## src/rtl/gray_monitor.sv

```systemverilog
// Observer for a 3-bit Gray up-counter: converts, checks successors, counts wraps/errors.
// Optional GRAY_MON_RESYNC_EN lets a 000/OvfIn=0 sample pull FAULT back into TRACK.
module gray_monitor #(
    parameter int CNT_W = 8
) (
    input  logic             Clk,
    input  logic             Reset,
    input  logic             Valid,
    input  logic [2:0]       Gray,
    input  logic             OvfIn,
    output logic [2:0]       Bin,
    output logic             BinValid,
    output logic             StepErr,
    output logic             ErrSticky,
    output logic [CNT_W-1:0] WrapCnt,
    output logic [CNT_W-1:0] ErrCnt,
    output logic [1:0]       State
);

    typedef enum logic [1:0] {
        IDLE  = 2'b00,
        TRACK = 2'b01,
        FAULT = 2'b10
    } state_t;

    localparam logic [CNT_W-1:0] CNT_MAX = '1;

    state_t     state_q, state_d;
    logic [2:0] prev_gray;
    logic       prev_ovf;
    logic [2:0] new_bin, prev_bin;
    logic       is_hold, is_step, is_wrap, is_resync, legal;
    logic       illegal, wrap_inc;

    function automatic logic [2:0] g2b(input logic [2:0] g);
        return {g[2], g[2] ^ g[1], g[2] ^ g[1] ^ g[0]};
    endfunction

    assign new_bin  = g2b(Gray);
    assign prev_bin = g2b(prev_gray);

    assign is_hold   = (Gray == prev_gray) && (OvfIn == prev_ovf);
    assign is_step   = (prev_bin != 3'd7) && (new_bin == prev_bin + 3'd1)
                     && (OvfIn == prev_ovf);
    assign is_wrap   = (prev_gray == 3'b100) && (Gray == 3'b000) && OvfIn;
    assign is_resync = (Gray == 3'b000) && !OvfIn;
    assign legal     = is_hold || is_step || is_wrap || is_resync;

    always_comb begin
        state_d  = state_q;
        illegal  = 1'b0;
        wrap_inc = 1'b0;
        if (Valid) begin
            case (state_q)
                IDLE:  state_d = TRACK;
                TRACK: begin
                    if (!legal) begin
                        illegal = 1'b1;
                        state_d = FAULT;
                    end else if (is_wrap) begin
                        wrap_inc = 1'b1;
                    end
                end
                FAULT: begin
`ifdef GRAY_MON_RESYNC_EN
                    if (is_resync) state_d = TRACK;
`endif
                end
                default: state_d = IDLE;
            endcase
        end
    end

    always_ff @(posedge Clk) begin
        if (!Reset) begin
            state_q   <= IDLE;
            prev_gray <= 3'b000;
            prev_ovf  <= 1'b0;
            BinValid  <= 1'b0;
            StepErr   <= 1'b0;
            ErrSticky <= 1'b0;
            WrapCnt   <= '0;
            ErrCnt    <= '0;
        end else begin
            state_q  <= state_d;
            BinValid <= Valid;
            StepErr  <= illegal;
            if (Valid) begin
                prev_gray <= Gray;
                prev_ovf  <= OvfIn;
            end
            if (illegal) begin
                ErrSticky <= 1'b1;
                if (ErrCnt != CNT_MAX) ErrCnt <= ErrCnt + 1'b1;
            end
            if (wrap_inc && WrapCnt != CNT_MAX) WrapCnt <= WrapCnt + 1'b1;
        end
    end

    // Bin is a pure function of the registered sample, so it is already latency 1
    assign Bin   = prev_bin;
    assign State = state_q;

endmodule

```

## config.mk

```make
export PLATFORM = sky130hd
export DESIGN_NAME = gray_monitor
export DESIGN_NICKNAME = d
export VERILOG_FILES = /design/src/rtl/gray_monitor.sv
export SDC_FILE = /design/constraint.sdc
export NUM_CORES = 1
export LEC_CHECK = 0
export ABC_AREA = 1
export CAP_MARGIN = 10
export CORE_ASPECT_RATIO = 0.5
export CORE_MARGIN = 1.5
export CORE_UTILIZATION = 40
export CTS_CLUSTER_DIAMETER = 80
export DETAILED_ROUTE_END_ITERATION = 8
export GPL_TIMING_DRIVEN = 0
export PLACE_DENSITY = 0.7
export SKIP_CTS_REPAIR_TIMING = 1
export SLEW_MARGIN = 5
export SYNTH_ARGS = -nofsm -noshare
export SYNTH_HDL_FRONTEND = slang
export SYNTH_SLANG_ARGS = --single-unit
```

## constraint.sdc

```tcl
create_clock -name Clk -period 1.4 [get_ports Clk]
set_clock_uncertainty 0.15 [all_clocks]
set_input_delay 0.28 -clock Clk [delete_from_list [all_inputs] [get_ports Clk]]
set_output_delay 0.28 -clock Clk [all_outputs]
set_load 0.05 [all_outputs]
```

==> results of run 1 <==
[layout by cell type, fill, tap and decap left out, drive strengths merged]
| master | netlist | routed |
|---|---|---|
| a21oi | 20 | 21 |
| a31oi | 1 | 1 |
| buf | 2 | 16 |
| clkbuf | 2 | 21 |
| clkdlybuf4s50 | 0 | 1 |
| clkinv | 1 | 1 |
| dfxtp | 25 | 25 |
| dlymetal6s2s | 0 | 6 |
| ha | 2 | 2 |
| inv | 21 | 21 |
| nand2 | 46 | 46 |
| nand3 | 18 | 18 |
| nand3b | 1 | 1 |
| nand4 | 5 | 5 |
| nor2 | 15 | 16 |
| nor3 | 5 | 5 |
| nor3b | 1 | 1 |
| nor4 | 1 | 1 |
| o21ai | 9 | 9 |
| xnor2 | 6 | 6 |
| xor2 | 4 | 4 |
[routing by layer]
layer | vias up | GRT usage | wire length, um | share of wire
li1 | 692 | - | - | -
met4 | 0 | 0.02951 | 0 | 0
met2 | 39 | 0.2556 | 1534 | 0.46
met3 | 0 | 0.03918 | 173 | 0.052
met1 | 635 | 0.2410 | 1635 | 0.49
met5 | - | 0 | 0 | 0
[power groups by stage]
stage          clock network [mW]  logic, mW  registers (mW)
2_1_floorplan                   0      0.203           0.819
3_3_place_gp                    0      0.353           0.769
3_5_place_dp                    0      0.356           0.771
4_1_cts                     0.455      0.357           0.754
5_1_grt                     0.482      0.423           0.760
6_report                    0.434      0.394           0.756
[final cells by class]
class	count	area (sq um)
fill	263	1081
inverter	22	85.08
multi-input combinational	136	977.2
buffer	4	27.53
timing repair buffer	36	286.5
tap	40	50.05
clock buffer	4	45.04
sequential	25	548.0
[sequential cells by signal, indices dropped and copies added, names as in the netlist]
| signal | cells |
|---|---|
| prev_ovf | 1 |
| StepErr | 1 |
| State | 2 |
| BinValid | 1 |
| prev_gray | 3 |
| ErrCnt | 8 |
| WrapCnt | 8 |
| ErrSticky | 1 |
[cell families after synthesis]
family,Yosys count
simple gates,92
flops,25
buf+inv,26
xor+xnor,10
compound gates,30
fa+ha+maj,2
[worst register-to-register path: cells and delay by family (launching register included)]
family	cells	cell delay, ns
and+or+nand+nor	8	0.75
DFF	1	0.39
AOI/OAI and AO/OA	1	0.21
buffers and inverters	1	0.07
[path summary, 6_finish.rpt]
check | startpoint | end | slack (ns) | depth (start not counted)
setup reg to reg | prev_gray[1] | WrapCnt[4] | -0.27 | 10
hold reg to reg | ErrSticky | ErrSticky | 0.32 | 2
hold / removal | Gray[2] | prev_gray[2] | 0.19 | 3
setup / recovery | prev_gray[1] | WrapCnt[4] | -0.27 | 10
[metrics by stage]
step | utilization | cells
after global routing | 0.6513 | 267
after detailed placement | 0.5997 | 255
after global placement | 0.5997 | 255
after floorplan | - | 185
after CTS | 0.6142 | 259
final | 0.6513 | 267
==> impl_metrics.toml, run 1 <==
[sta]
fin_crit_sh = 1.195
worst_slew_pin_slew_ns = 0.4996
grt_setup_unrepaired = "yes"
whs_ns = 0.1941
max_freq_ghz = 0.5976
fin_crit_ns = 1.673
setup_viol = 24
drv_slew = 0
tns_ns = -4.631
slew_headroom = 0.6664
hold_viol = 0
fin_ws_ns = -0.2734

[worst_setup_path]
start_kind = "flip-flop"
endpoint_kind = "flip-flop"
path_class = "reg2reg"
crit_fanout = 6
arrival_ns = 1.69
cp_slowest_cell = "dfxtp_4"
worst-path-buf-inv = 1
cp.required_ns = 1.41
cpPeakStageDelay_ns = 0.39
path_delay_family = "simple AND/OR/NAND/NOR gates"
crit_path_cell_trace = "inv_4 > nand2_4 > nor2_4 > nand4_4 > a21oi_4 > nand2_2 > nor2_4 > nand2_1 > nand2_1 > nor2_2"

[synth]
synth_top_family_by_area = "simple AND/OR/NAND/NOR gates"
synth_commonest_cells = "43 x nand2_1, 25 x dfxtp_1, 19 x a21oi_1"
synth_cells = 185
synth-xor-area-share = 0.06487
synth_compound_area_frac = 0.1233
synth_edf_count = 0
synthTopCellsByArea = "dfxtp_1 37%, nand2_1 12%, a21oi_1 7.0%, nand3_1 5.6%, inv_1 5.0%"
synth.most_common_cell = "nand2_1"
synthArstFlopShare = 0
synthAdderAreaFrac = 0.01854
ys.flop_type = "dfxtp_1"
syn_area_sq_um = 1350
synth_nets = 194
yosysWarnings = 0
synth-seq-area-share = 0.3707
avgSynthCellArea_sq_um = 7.298
muxShareOfSynthArea = 0
synth_simple_gate_area_frac = 0.3420
ys_seq_elements = 25
synth_cell_type_count = 29
synth_top_area_frac = 0.3707
yosysTopAreaCell = "dfxtp_1"

[floorplanning]
core.rowCount = 14
core_area_sq_um = 3100
die_w_um = 85.16
io_pins = 31
die_area_sq_um = 3754
start_util = 0.4354
dieHeight_um = 44.08

[clock_tree]
cts_tree = "done"
htree_levels = 1
root_buffer = "clkbuf_8"
numCtsBuffers = 3
clkSinkCount = 25
cts_buffer_depth = 2
clk_pin_slew_ns = 0.09
insertion_delay_ns = 0.27

[route]
via_count = 1366
drt_iter0_drc = 56
drt-pass1-iter-count = 6
postRouteAntennaNets = 0
wire_per_inst_um = 12.52
viasPerCell = 5.116
drt-total-wl_um = 3344
route.detailed.drc = 2

[global_route]
grt_pass1_wl_um = 4899
grt_max_degree = 14
grt_use_total = 0.1654
grt-ovfl-total = 0
grt_pass1_vias = 1066
antenna_found_initial = 0

[cells_and_area]
stdcell_area_sq_um = 2019
drive_gt1_frac = 0.4758
finalNetCount = 237
antennaDiodeCount = 0
areaGrowthSynthToFinish_pct = 49.58

[pwr]
leakagePower_nw = 0.8958
netSwitchingFraction = 0.3247
p_int_mw = 1.070
power_frac_seq = 0.477
switching_power_mw = 0.5145
clkPwrFrac = 0.274
power.density_nw_per_um2 = 784.6
p_comb_frac = 0.249
irDropWorstVdd_mv = 0.4816
power_mw = 1.585

[min_path]
hp-class = "in2reg"

[run]
drv_cap = 0

[place]
io_buffers = 30
dpl_cell_area_sq_um = 1859
place_congestion = 0.8167
dp_hpwl_um = 2216
post-place-ws_ns = -0.8187

[run_status]
outcome = "complete, but fails checks"
violations = "design-rule violations, negative setup slack"
(Power assumes the default switching activity.)
==> run 2: changes to the inputs <==
CTS_CLUSTER_SIZE = 12   (was unset)
MAX_ROUTING_LAYER = met4   (was unset)
==> run 2 against run 1 <==
Effect of this change:
- the flow still finishes with violations (design-rule violations, negative setup slack)
- final cell count unchanged
- sequential power hardly changed
- worst hold slack better by 0.0013 ns
- fmax grew 0.18%
- global-route usage is 0.55 points higher
- count of clock-buffer cells in the layout did not move
- core utilization stayed put
- critical path depth unchanged
- design area did not move
- clock power is essentially flat
- critical path type unchanged
==> impl_metrics.toml, run 2 (synthesized netlist as in run 1, its figures left out) <==
[run_status]
outcome = "complete, but fails checks"
violations = "design-rule violations, negative setup slack"

[worst_setup_path]
path_class = "reg2reg"
endpoint_kind = "flip-flop"
cp.required_ns = 1.41
rr_endpoint = "WrapCnt[4]"
arrival_ns = 1.68
cpPeakStageDelay_ns = 0.39
crit_path_cell_trace = "inv_4 > nand2_4 > nor2_4 > nand4_4 > a21oi_4 > nand2_2 > nor2_4 > nand2_1 > nand2_1 > nor2_2"
crit_fanout = 6
r2r-start = "prev_gray[1]"
start_kind = "flip-flop"
cp_slowest_cell = "dfxtp_4"
reg2regPathDepth = 10
r2r_setup_slack_ns = -0.27

[route]
drt-total-wl_um = 3361
postRouteAntennaNets = 0
drt_iter0_drc = 45
dr_wl_met2_um = 1508
wire_per_inst_um = 12.59
via_count = 1356
highest_layer = "met4"
wirelength_met1_um = 1639
drt-pass1-iter-count = 6
route.detailed.drc = 2
viasPerCell = 5.079
wl_met3_um = 200

[clock_tree]
cts_buffer_depth = 2
cts_tree = "done"
clkSinkCount = 25
htree_levels = 1
root_buffer = "clkbuf_8"
clk_pin_slew_ns = 0.09
insertion_delay_ns = 0.27
numCtsBuffers = 3

[pwr]
irDropWorstVdd_mv = 0.4807
leakagePower_nw = 0.8958
power.density_nw_per_um2 = 783.7

[min_path]
hp-class = "in2reg"
worstHoldStart = "Gray[2]"
whs_path_depth = 3
worstHoldEndpoint = "prev_gray[2]"

[global_route]
grt_pass1_wl_um = 4912
antenna_found_initial = 0
grt-ovfl-total = 0
grt_use_total = 0.1708
grt_max_degree = 14
grt_pass1_vias = 1061

[sta]
grt_setup_unrepaired = "yes"
fin_crit_ns = 1.670
drv_slew = 0
hold_viol = 0
max_freq_ghz = 0.5987
fin_crit_sh = 1.193
slew_headroom = 0.6664
worst_slew_pin_slew_ns = 0.4996
setup_viol = 24
fin_ws_ns = -0.2704

[cells_and_area]
drive_gt1_frac = 0.4758
fillers = 263
finish.utilization = 0.6513
final_cell_mix = "29 x nand2_1, 15 x inv_1, 15 x nand3_1, 14 x a21oi_1, 14 x clkbuf_2"
antennaDiodeCount = 0
areaGrowthSynthToFinish_pct = 49.58
final_common_cell = "nand2_1"
fin_cells = 267
top_regs = "ErrCnt (8), WrapCnt (8), prev_gray (3)"
finalNetCount = 237

[floorplanning]
die_w_um = 85.16
core_area_sq_um = 3100
core.rowCount = 14
start_util = 0.4354
dieHeight_um = 44.08
die_area_sq_um = 3754
io_pins = 31

[place]
place_congestion = 0.8288
dp_hpwl_um = 2216
place_inst = 255
io_buffers = 30

[run]
drv_cap = 0
-- run 2: cell counts in the layout (fill, tap and decap cells not counted) --
No cell type changed its count.
-- run 2: worst max-delay path: cells and delay by family, from the launching register on --
family / cells / cell delay, ns
AO/OA/AOI/OAI: 1 / 0.21
buffers and inverters: 1 / 0.07
flip-flops: 1 / 0.39
AND/OR/NAND/NOR: 8 / 0.74
-- run 2: layout make-up --
| class | count | area, sq um | share of cell area |
|---|---|---|---|
| multi-input combinational | 136 | 977.2 | 0.4839 |
| sequential | 25 | 548.0 | 0.2714 |
| timing repair buffer | 36 | 286.5 | 0.1419 |
| inverter | 22 | 85.08 | 0.04213 |
| tap | 40 | 50.05 | 0.02478 |
| clock buffer | 4 | 45.04 | 0.02230 |
| buffer | 4 | 27.53 | 0.01363 |
-- run 2: routing by layer --
metal | up-vias | global-route usage
met4 | 0 | 0.02951
met1 | 625 | 0.2410
li1 | 693 | -
met2 | 36 | 0.2556
met3 | 2 | 0.03918
met5 | - | -
-- run 2: power by group --
group          switching (mW)  total (mW)  internal, mW
logic                   0.253       0.394         0.141
clock network           0.229       0.433         0.204
registers              0.0303       0.756         0.726
total                   0.513        1.58          1.07
-- run 2: how the worst max path moves through the flow --
stage                      start         end  slack, ns  cells past startpoint
floorplan              ErrCnt[1]   ErrCnt[1]      -0.22                      8
global placement         Gray[2]  WrapCnt[4]      -0.80                     11
detailed placement       Gray[1]  WrapCnt[4]      -0.82                     11
CTS                 prev_gray[1]      Bin[0]      -0.94                      5
global route        prev_gray[0]   ErrCnt[0]      -0.38                     14
finish              prev_gray[1]  WrapCnt[4]      -0.27                     10
-- run 2: through the flow --
step	cell area, sq um	power (mW)	setup WS [ns]	TNS (ns)	hold slack, ns
6_report	2019	1.583	-0.2704	-4.618	0.1954
5_1_grt	2019	1.666	-0.3783	-6.966	0.2134
4_1_cts	1904	1.566	-0.9415	-20.58	0.3040
3_5_place_dp	1859	1.127	-0.8187	-20.25	0.2916
3_3_place_gp	1859	1.122	-0.7969	-19.70	0.2811
2_1_floorplan	1509	1.022	-0.2196	-2.639	0.2584
